### config.mk
export PLATFORM = sky130hd
export DESIGN_NAME = sha256_message_schedule
export DESIGN_NICKNAME = d
export VERILOG_FILES = /design/src/rtl/sha256_message_schedule.sv
export SDC_FILE = /design/constraint.sdc
export NUM_CORES = 1
export LEC_CHECK = 0
export ABC_AREA = 1
export CORE_AREA = 5 5 310 312
export CTS_BUF_LIST = sky130_fd_sc_hd__clkbuf_2
export DETAILED_ROUTE_END_ITERATION = 10
export DIE_AREA = 0 0 315 317
export PLACE_DENSITY = 0.64
export SLEW_MARGIN = 10
export SYNTH_ARGS = -nofsm -noshare
export SYNTH_HDL_FRONTEND = slang
export SYNTH_SLANG_ARGS = --single-unit
### constraint.sdc
create_clock -name clk -period 3.92 [get_ports clk]
set_input_delay 1.176 -clock clk [delete_from_list [all_inputs] [get_ports clk]]
set_output_delay 1.176 -clock clk [all_outputs]
set_load 0.03 [all_outputs]
### src/rtl/sha256_message_schedule.sv
// SHA-256 message schedule: expands each 512-bit block into W0..W63 through a
// 16-word sliding window, issuing one word per downstream handshake.
//
// state    | meaning
// ---------+------------------------------------------
// S_IDLE   | no block held; ready for a new block
// S_ACTIVE | block held; words being issued
module sha256_message_schedule (
    input  logic         clk,
    input  logic         nrst,
    input  logic         en,
    input  logic         sync_rst,
    input  logic [511:0] data_in,
    input  logic         data_in_last,
    input  logic         data_in_valid,
    output logic         data_in_ready,
    output logic [31:0]  data_out,
    output logic [5:0]   data_out_idx,
    output logic         data_out_block_end,
    output logic         data_out_last,
    output logic         data_out_valid,
    input  logic         data_out_ready
);

    typedef enum logic {S_IDLE = 1'b0, S_ACTIVE = 1'b1} state_t;

    state_t      state_q, state_d;
    logic [31:0] w_q [16];
    logic [31:0] w_d [16];
    logic [5:0]  idx_q, idx_d;
    logic        last_q, last_d;

    logic        in_hs, out_hs, final_word;
    logic [31:0] new_word;

    function automatic logic [31:0] sig0(input logic [31:0] x);
        return {x[6:0], x[31:7]} ^ {x[17:0], x[31:18]} ^ (x >> 3);
    endfunction

    function automatic logic [31:0] sig1(input logic [31:0] x);
        return {x[16:0], x[31:17]} ^ {x[18:0], x[31:19]} ^ (x >> 10);
    endfunction

    assign final_word = (idx_q == 6'd63);
    assign in_hs      = data_in_valid & data_in_ready;
    assign out_hs     = data_out_valid & data_out_ready;
    assign new_word   = sig1(w_q[14]) + w_q[9] + sig0(w_q[1]) + w_q[0];

    always_ff @(posedge clk or negedge nrst) begin
        if (!nrst) begin
            state_q <= S_IDLE;
        end else begin
            state_q <= state_d;
        end
    end

    // A new block may load in the same cycle W63 leaves, so IDLE is only
    // entered when nothing is waiting upstream.
    always_comb begin
        state_d = state_q;
        if (sync_rst) begin
            state_d = S_IDLE;
        end else if (in_hs) begin
            state_d = S_ACTIVE;
        end else if (out_hs && final_word) begin
            state_d = S_IDLE;
        end
    end

    always_comb begin
        data_in_ready      = en & ~sync_rst &
                             ((state_q == S_IDLE) |
                              ((state_q == S_ACTIVE) & final_word & data_out_ready));
        data_out_valid     = en & (state_q == S_ACTIVE);
        data_out           = w_q[0];
        data_out_idx       = idx_q;
        data_out_block_end = (state_q == S_ACTIVE) & final_word;
        data_out_last      = (state_q == S_ACTIVE) & final_word & last_q;
    end

    always_comb begin
        for (int i = 0; i < 16; i++) begin
            w_d[i] = w_q[i];
        end
        idx_d  = idx_q;
        last_d = last_q;
        if (sync_rst) begin
            for (int i = 0; i < 16; i++) begin
                w_d[i] = '0;
            end
            idx_d  = '0;
            last_d = 1'b0;
        end else if (in_hs) begin
            for (int i = 0; i < 16; i++) begin
                w_d[i] = data_in[511 - 32*i -: 32];
            end
            idx_d  = '0;
            last_d = data_in_last;
        end else if (out_hs && !final_word) begin
            for (int i = 0; i < 15; i++) begin
                w_d[i] = w_q[i+1];
            end
            w_d[15] = new_word;
            idx_d   = idx_q + 6'd1;
        end
    end

    always_ff @(posedge clk or negedge nrst) begin
        if (!nrst) begin
            for (int i = 0; i < 16; i++) begin
                w_q[i] <= '0;
            end
            idx_q  <= '0;
            last_q <= 1'b0;
        end else begin
            for (int i = 0; i < 16; i++) begin
                w_q[i] <= w_d[i];
            end
            idx_q  <= idx_d;
            last_q <= last_d;
        end
    end

endmodule

# Word level (Yosys, flattened, before mapping)
# Cells that the tools add are included.
[totals]
regBits = 520
in_bits = 519
out_inout_bits = 42
wordCells = 56
[classes]
addsub = 4
n_eq_ne = 1
n_mux = 11
bitwise_logic = 15
n_reduce_logical = 6
[op_table]
columns = ["operator", "n"]
rows = [
  ["$mux W512", 3],
  ["$add A32 B32 Y32", 3],
  ["$xor A32 B32 Y32", 2],
  ["$xor A32 B22 Y32", 1],
  ["$xor A32 B29 Y32", 1],
  ["$mux W6", 3],
  ["$and A1 B1 Y1", 8],
  ["$add A6 B1 Y6 const B", 1],
  ["$eq A6 B6 Y1 const B", 1],
  ["$reduce_bool A3 Y1", 2],
  ["$mux W1", 5],
  ["$logic_and A1 B1 Y1", 2],
  ["$not A1 Y1", 2],
  ["$reduce_bool A2 Y1", 1],
  ["$logic_not A1 Y1", 1],
  ["$or A1 B1 Y1", 1],
]

# Longest topological paths before layout
# Gate-level depths: netlist of run 1.
[depth]
word_depth = 8
mapped_depth = 21
ltp_nobuf = 20

# Least setup slack after synthesis of run 1
# No wires, ideal clock.
[synth_timing]
path_type = "register -> register"
from = "reg w_q[43] (netlist bit)"
to = "reg w_q[13] (netlist bit)"
setup_time_ns = 0.120
arrival_ns = 3.321
required_ns = 3.800
path_slack_ns = 0.478
stages_incl_launch_ff = 17
path_buffers = 1
synth_period_minus_slack_ns = 3.442
cell_sequence = "dfrtp_1 -> clkbuf_1 -> xnor2_1 -> xor2_1 -> fa_1 -> fa_1 -> inv_1 -> ha_1 -> fa_1 -> nand2_1 -> nand2_1 -> and2_1 -> nand3_1 -> nand3_1 -> or2_2 -> nand3_1 -> a21oi_1"
[synth_between]
elab_chain_len = 7
[synth_rtl]
columns = ["item", "line", "source"]
rows = [
  ["start: declaration", "28", "logic [31:0] w_q [16];"],
  ["start signal: indexed assignment", "117", "w_q[i] <= w_d[i];"],
  ["$xor A32 B22 Y32", "41", "return {x[16:0], x[31:17]} ^ {x[18:0], x[31:19]} ^ (x >> 10);"],
  ["$add A32 B32 Y32 (3 in a row)", "47", "assign new_word = sig1(w_q[14]) + w_q[9] + sig0(w_q[1]) + w_q[0];"],
  ["$mux W512", "99", "end else if (out_hs && !final_word) begin"],
  ["$mux W512", "93", "end else if (in_hs) begin"],
  ["$mux W512", "87", "if (sync_rst) begin"],
]
# No other way between the ends. The select of a mux whose other input is x is not followed.
# A chain may end at the register's enable or synchronous reset.

# Worst setup path in the final report of run 1
[layout_timing]
from = "reg idx_q[0] (netlist: data_out_idx[0])"
to = "out data_in_ready"
[layout_between]
elab_chain_len = 5
[layout_rtl]
columns = ["item", "line", "source"]
rows = [
  ["start: declaration", "30", "logic [5:0] idx_q, idx_d;"],
  ["start signal: assignment", "119", "idx_q <= idx_d;"],
  ["$eq A6 B6 Y1", "44", "assign final_word = (idx_q == 6'd63);"],
  ["$and A1 B1 Y1 (2 in a row)", "73", "((state_q == S_ACTIVE) & final_word & data_out_ready));"],
  ["$or A1 B1 Y1", "72", "((state_q == S_IDLE) |"],
  ["$and A1 B1 Y1", "71", "data_in_ready = en & ~sync_rst &"],
  ["end: declaration", "16", "output logic data_in_ready,"],
]
# No other way between the ends.

==> results of run 1 <==
-- flip-flops by register name (all words and copies together) (netlist names) --
signal        flops
data_out_idx      6
w_q             480
last_q            1
data_out         32
state_q           1
-- layout make-up --
| class | count | area [um2] | area share, % |
|---|---|---|---|
| repair buffers | 709 | 7120 | 17.9 |
| inverters | 1145 | 4300 | 10.8 |
| diodes | 29 | 72.6 | 0.182 |
| clock inverters | 46 | 329 | 0.825 |
| multi-input cells | 2211 | 12500 | 31.3 |
| clock buffers | 200 | 1000 | 2.51 |
| flip-flops and latches | 520 | 13000 | 32.7 |
| well taps | 1254 | 1570 | 3.94 |
-- synth_stat cells, drive strengths merged --
library cell  instances  area share [%]
a21o                  3           0.072
nor3b                 1           0.024
o21bai                2           0.048
nand3b                8            0.19
or2                   3           0.060
o31ai                 1           0.024
nand3                88             1.4
nor2                531             6.4
xor2                 65             1.8
fa                   62             4.0
o21ai               476             7.6
nand4                 5            0.15
dfrtp               520              42
nor3                  4           0.064
buf                 157             3.6
ha                   32             1.3
clkbuf              122             1.5
a31oi                34            0.68
nand2               317             3.8
and2                  3           0.060
xnor2                68             1.9
o22ai               414             8.3
a21oi                93             1.5
inv                1145              14
a31o                  1           0.028
-- final timing paths --
kind,to,slack (ns),cells after the start
setup / recovery,data_in_ready,0.06,6
hold / removal,w_q[368],0.27,2
setup reg to reg,w_q[31],0.12,17
hold reg to reg,w_q[193],0.49,2
max in group asynchronous,w_q[113],2.57,4
min in group clk,w_q[14],0.34,5
-- kinds of logic after synthesis --
kind of cell    synth area share [%]
compound gates                  18.3
xor+xnor                        3.73
flops                           41.7
buf+inv                         18.9
simple gates                    12.2
fa+ha+maj                       5.26
-- stage by stage --
stage | area, um2 | util, % | setup WS, ns | total power [mW] | hold WS [ns]
floorplan | 31200 | - | 0.478 | 12.7 | 0.455
global placement | 38300 | 41.3 | 0.118 | 16.6 | 0.466
detailed placement | 38300 | 41.3 | 0.0893 | 16.7 | 0.470
CTS | 39700 | 42.8 | -0.245 | 21.0 | 0.0837
global route | 39800 | 42.9 | -0.172 | 22.5 | 0.144
finish | 39900 | 43.0 | 0.0625 | 21.0 | 0.270
-- routing by layer --
| metal | GRT usage (%) | vias up | share of wire [%] |
|---|---|---|---|
| met5 | 0 | - | 0.17 |
| met4 | 11.0 | 34 | 4.1 |
| met3 | 9.01 | 263 | 9.6 |
| met2 | 39.8 | 1217 | 45 |
| met1 | 31.8 | 13900 | 41 |
| li1 | - | 14100 | - |
-- where the power goes --
part | internal [mW] | leakage, nW | switching [mW]
registers | 6.05 | 6.53 | 0.563
clock network | 1.66 | 0.976 | 2.55
logic | 3.72 | 14.3 | 6.45
-- worst max-delay path: stages, from the launching register on --
cell and delay [ns]:
dfrtp_2 0.41, ha_4 0.15, nand4_4 0.12, o21ai_4 0.17
nand2_2 0.08, nor2_4 0.15, buf_12 0.14
-- what timing repair did --
item / 4_1_cts / 5_1_grt
pin swaps: 4 / 2
setup endpoints to repair: 24 / 9
hold buffers: 1 / 0
setup buffers: 4 / 4
hold endpoints to repair: 206 / 0
gates resized for setup: 40 / 15
==> metrics, run 1 <==
status finished, final reports clean; register area share after synthesis 41.7%; Worst Path Max Fanout 4; vias around 30000; cells after synthesis 4155; CP endpoint kind output pin; Worst Clk Skew approximately 0.14 ns; commonest non-fill, non-tap cells in the layout inv_1, clkdlybuf4s50_1, nor2_1, dfrtp_1, o22ai_1; Die Span X 315 um; DP HPWL between 100 and 150 mm; Synthesized Nets between 4000 and 5000; clk buf depth 3; htree depth 4; commonest non-fill, non-tap cell in the layout inv_1; Unique masters post-synth 34; num rows ~110; Slew @ Worst Pin ~0.99 ns; RSZ-0062 raised after global routing yes; worst endpoint data arrival time roughly 2.7 ns; Max Clk Rate approximately 260 MHz; Worst-path clk slew approximately 0.10 ns; Top Ports around 560; Post-Route Setup TNS 0 ns; Pre-antenna DRT Iters 7; final setup vio count 0; kind of critical path flop to output pin; die area around 100000 um2; worst hold path class input pin to asynchronous set/reset pin; vias in the first global route 29400; Pwr per Cell Area between 500 and 600 nW/um2; later-pin clock latency in the skew report roughly 1.5 ns; Post-Place Cells between 5000 and 6000; I/O Buffers 560; average wire per standard cell between 20 and 25 um; core area just over 90000 um2; synthesized cell area roughly 31000 um2; Fin. Hold Viols 0; Sink Count 520; final WL approximately 130 mm; fin. max-slew vios 0; share of cells above drive strength 1 8.45%; post-route minimum period about 3.9 ns; Setup crit start data_out_idx[0]; CTS tree done; Critical Path RT between 2 and 3 ns; via density per instance between 4 and 5; headroom to the max-slew limit between 30% and 40%; CTS Buf Count 149; CP Launch Type flop; Tcrit/Tclk final ~98%; total number of yosys warnings 0; Die Ht between 300 and 400 um; Finished Layout Cells about 6100; # fillers between 9000 and 10000; Worst VDD drop approximately 0.4 mV; DRT iter0 DRCs approximately 2500; Seq cells post-synth 520; root buf cell clkbuf_2; Max Cap Viol 0; Pleak approximately 22 nW; initial antenna violation count 42; antenna viol nets, final 0; largest net degree at the start of global routing 100; Mean Syn Cell Area between 7 and 8 um2; nets roughly 5300; area delta synth->final 27.7%; FF-to-FF Start w_q[36]; DRC Markers 0; Initial Utilization 33.7%; GRT Util Overall between 20% and 30%; GR Overflow Total 0; RePlAce Congestion between 0.9 and 1; first-pass GRT wire length ~190 mm
(Power assumes the default switching activity.)
==> run 2, diff against run 1 <==
CTS_BUF_LIST = sky130_fd_sc_hd__clkbuf_4   (was sky130_fd_sc_hd__clkbuf_2)
==> run 2 against run 1 <==
  * First-iteration DRC count rose by 4.0%
  * Routed wire length fell by 0.13%
  * Non-clock buffer count fell by 7
  * Clock power up 27%
  * Sequential share of layout area shrank 0.45 points
  * Global-route usage barely moved
==> metrics, run 2 (synthesized netlist as in run 1, its figures left out) <==
antenna viol nets, final 0; Pre-antenna DRT Iters 6; share of cells above drive strength 1 ~8.5%; area delta synth->final 29.5%; CP endpoint w_q[31]; status finished, final reports clean; vias ~29000; Setup crit start w_q[36]; worst reg2reg endpoint w_q[31]; Slew @ Worst Pin about 0.73 ns; die area between 90000 and 100000 um2; Max Clk Rate 266 MHz; max FFs per register between 400 and 500; final setup vio count 0; worst hold path class flop to flop; commonest non-fill, non-tap cells in the layout inv_1, clkdlybuf4s50_1, nor2_1, dfrtp_1, o22ai_1; RePlAce Congestion around 0.94; r2r setup slk roughly 0.16 ns; Die Ht approximately 320 um; FF-to-FF path depth 17; Die Span X 315 um; initial antenna violation count just over 40; CTS Buf Count between 150 and 200; GR Overflow Total 0; CP endpoint kind flop; Final Cell Area 40400 um2; headroom to the max-slew limit about half; CP Launch Type flop; post-route minimum period around 3.8 ns; worst endpoint data arrival time 4.74 ns; fin. max-slew vios 0; later-pin clock latency in the skew report 1.08 ns; Final Worst Setup Slack around 0.16 ns; Pwr per Cell Area about 550 nW/um2; I/O Buffers 560; DRT iter0 DRCs between 2000 and 3000; Worst Path Max Fanout 5; final WL roughly 130 mm; Sink Count between 500 and 600; Critical Path RT just under 5 ns; GRT Util Overall between 20% and 30%; Pleak between 20 and 25 nW; Top Ports 561; vias in the first global route 29400; largest net degree at the start of global routing 100; average wire per standard cell 21.3 um; via density per instance just under 5; num rows 112; Initial Utilization about a third; Max Cap Viol 0; htree depth 4; Biggest register w_q; Worst-path clk slew 0.07 ns; Post-Place Cells between 5000 and 6000; clk buf depth 3; first-pass GRT wire length 188 mm; DP HPWL 103 mm; Worst VDD drop 0.392 mV; FF-to-FF Start w_q[36]; commonest non-fill, non-tap cell in the layout inv_1; Worst Clk Skew 0.0997 ns; CTS tree done; core area 92800 um2; Finished Layout Cells just over 6000; Tcrit/Tclk final 96.0%; nets roughly 5300; Post-Place Setup Slack a little under 0.09 ns; root buf cell clkbuf_4; DRC Markers 0; placed inst area roughly 38000 um2; Fin. Hold Viols 0; kind of critical path flop to flop
==> run 2: cell count changes in the layout (fill, tap and decap cells not counted), moves of 3 or more <==
cell and change:
inv_6 +5, clkbuf_2 -200, buf_4 -9, dlygate4sd2_1 -19, dfrtp_1 +3, bufinv_16 -3
clkdlybuf4s50_1 +21, diode_2 -4, dfrtp_2 -3, clkbuf_4 +222
==> run 2: worst min-delay path by stage <==
stage	endpoint	from	depth (start not counted)
after floorplan	w_q[0]	w_q[0]	2
after global placement	w_q[292]	w_q[292]	2
after detailed placement	w_q[193]	w_q[193]	2
after CTS	w_q[304]	w_q[304]	2
after global routing	w_q[150]	w_q[150]	2
final	w_q[304]	w_q[304]	2
==> run 2: through the flow <==
stage | util (%) | hold WS (ns) | TNS [ns] | power, mW
after floorplan | - | 0.455 | 0 | 12.7
after global placement | 41.3 | 0.466 | 0 | 16.6
after detailed placement | 41.3 | 0.470 | 0 | 16.7
after CTS | 43.4 | 0.489 | 0 | 22.1
after global routing | 43.5 | 0.503 | -0.00492 | 23.7
final | 43.6 | 0.486 | 0 | 22.1
==> run 2: layout make-up <==
class	instances	area, um2
fill	9532	52400
multi-input combinational	2211	12400
tap	1254	1570
sequential	520	13000
clock inverter	43	272
antenna	25	62.6
timing repair buffer	702	7090
clock buffer	222	1670
inverter	1145	4300
==> run 2: per-layer routing <==
metal	wire, um	up-vias	track usage, %
met5	224	-	0
met4	5290	32	10.8
met3	13100	245	8.87
met2	59200	1251	40.0
met1	52800	13800	32.0
li1	-	14100	-
==> run 2: worst max-delay path: stages, from the launching register on <==
cell	delay, ns
dfrtp_1	0.44
xnor2_1	0.32
xor2_1	0.19
buf_4	0.14
fa_1	0.42
fa_1	0.49
inv_1	0.05
ha_1	0.44
nand2_1	0.14
nor2_1	0.37
nand2_1	0.13
nor2_1	0.12
nand2_1	0.07
nand2_1	0.08
nand2_1	0.05
nand2_1	0.06
nand2_1	0.05
a21oi_1	0.14
==> run 2: timing repair <==
item	4_1_cts	5_1_grt
hold buffers	1	0
resized for setup	6	11
hold endpoints to repair	44	0
buffers inserted	1	0
pin swaps	1	1
gates cloned	0	0
endpoints found under the setup margin	4	8
==> run 2: report_power, final <==
group / switching [mW] / internal, mW / total, mW
Combinational: 6.44 / 3.72 / 10.2
Clock: 2.64 / 2.70 / 5.34
Sequential: 0.564 / 6.06 / 6.63
Total: 9.64 / 12.5 / 22.1
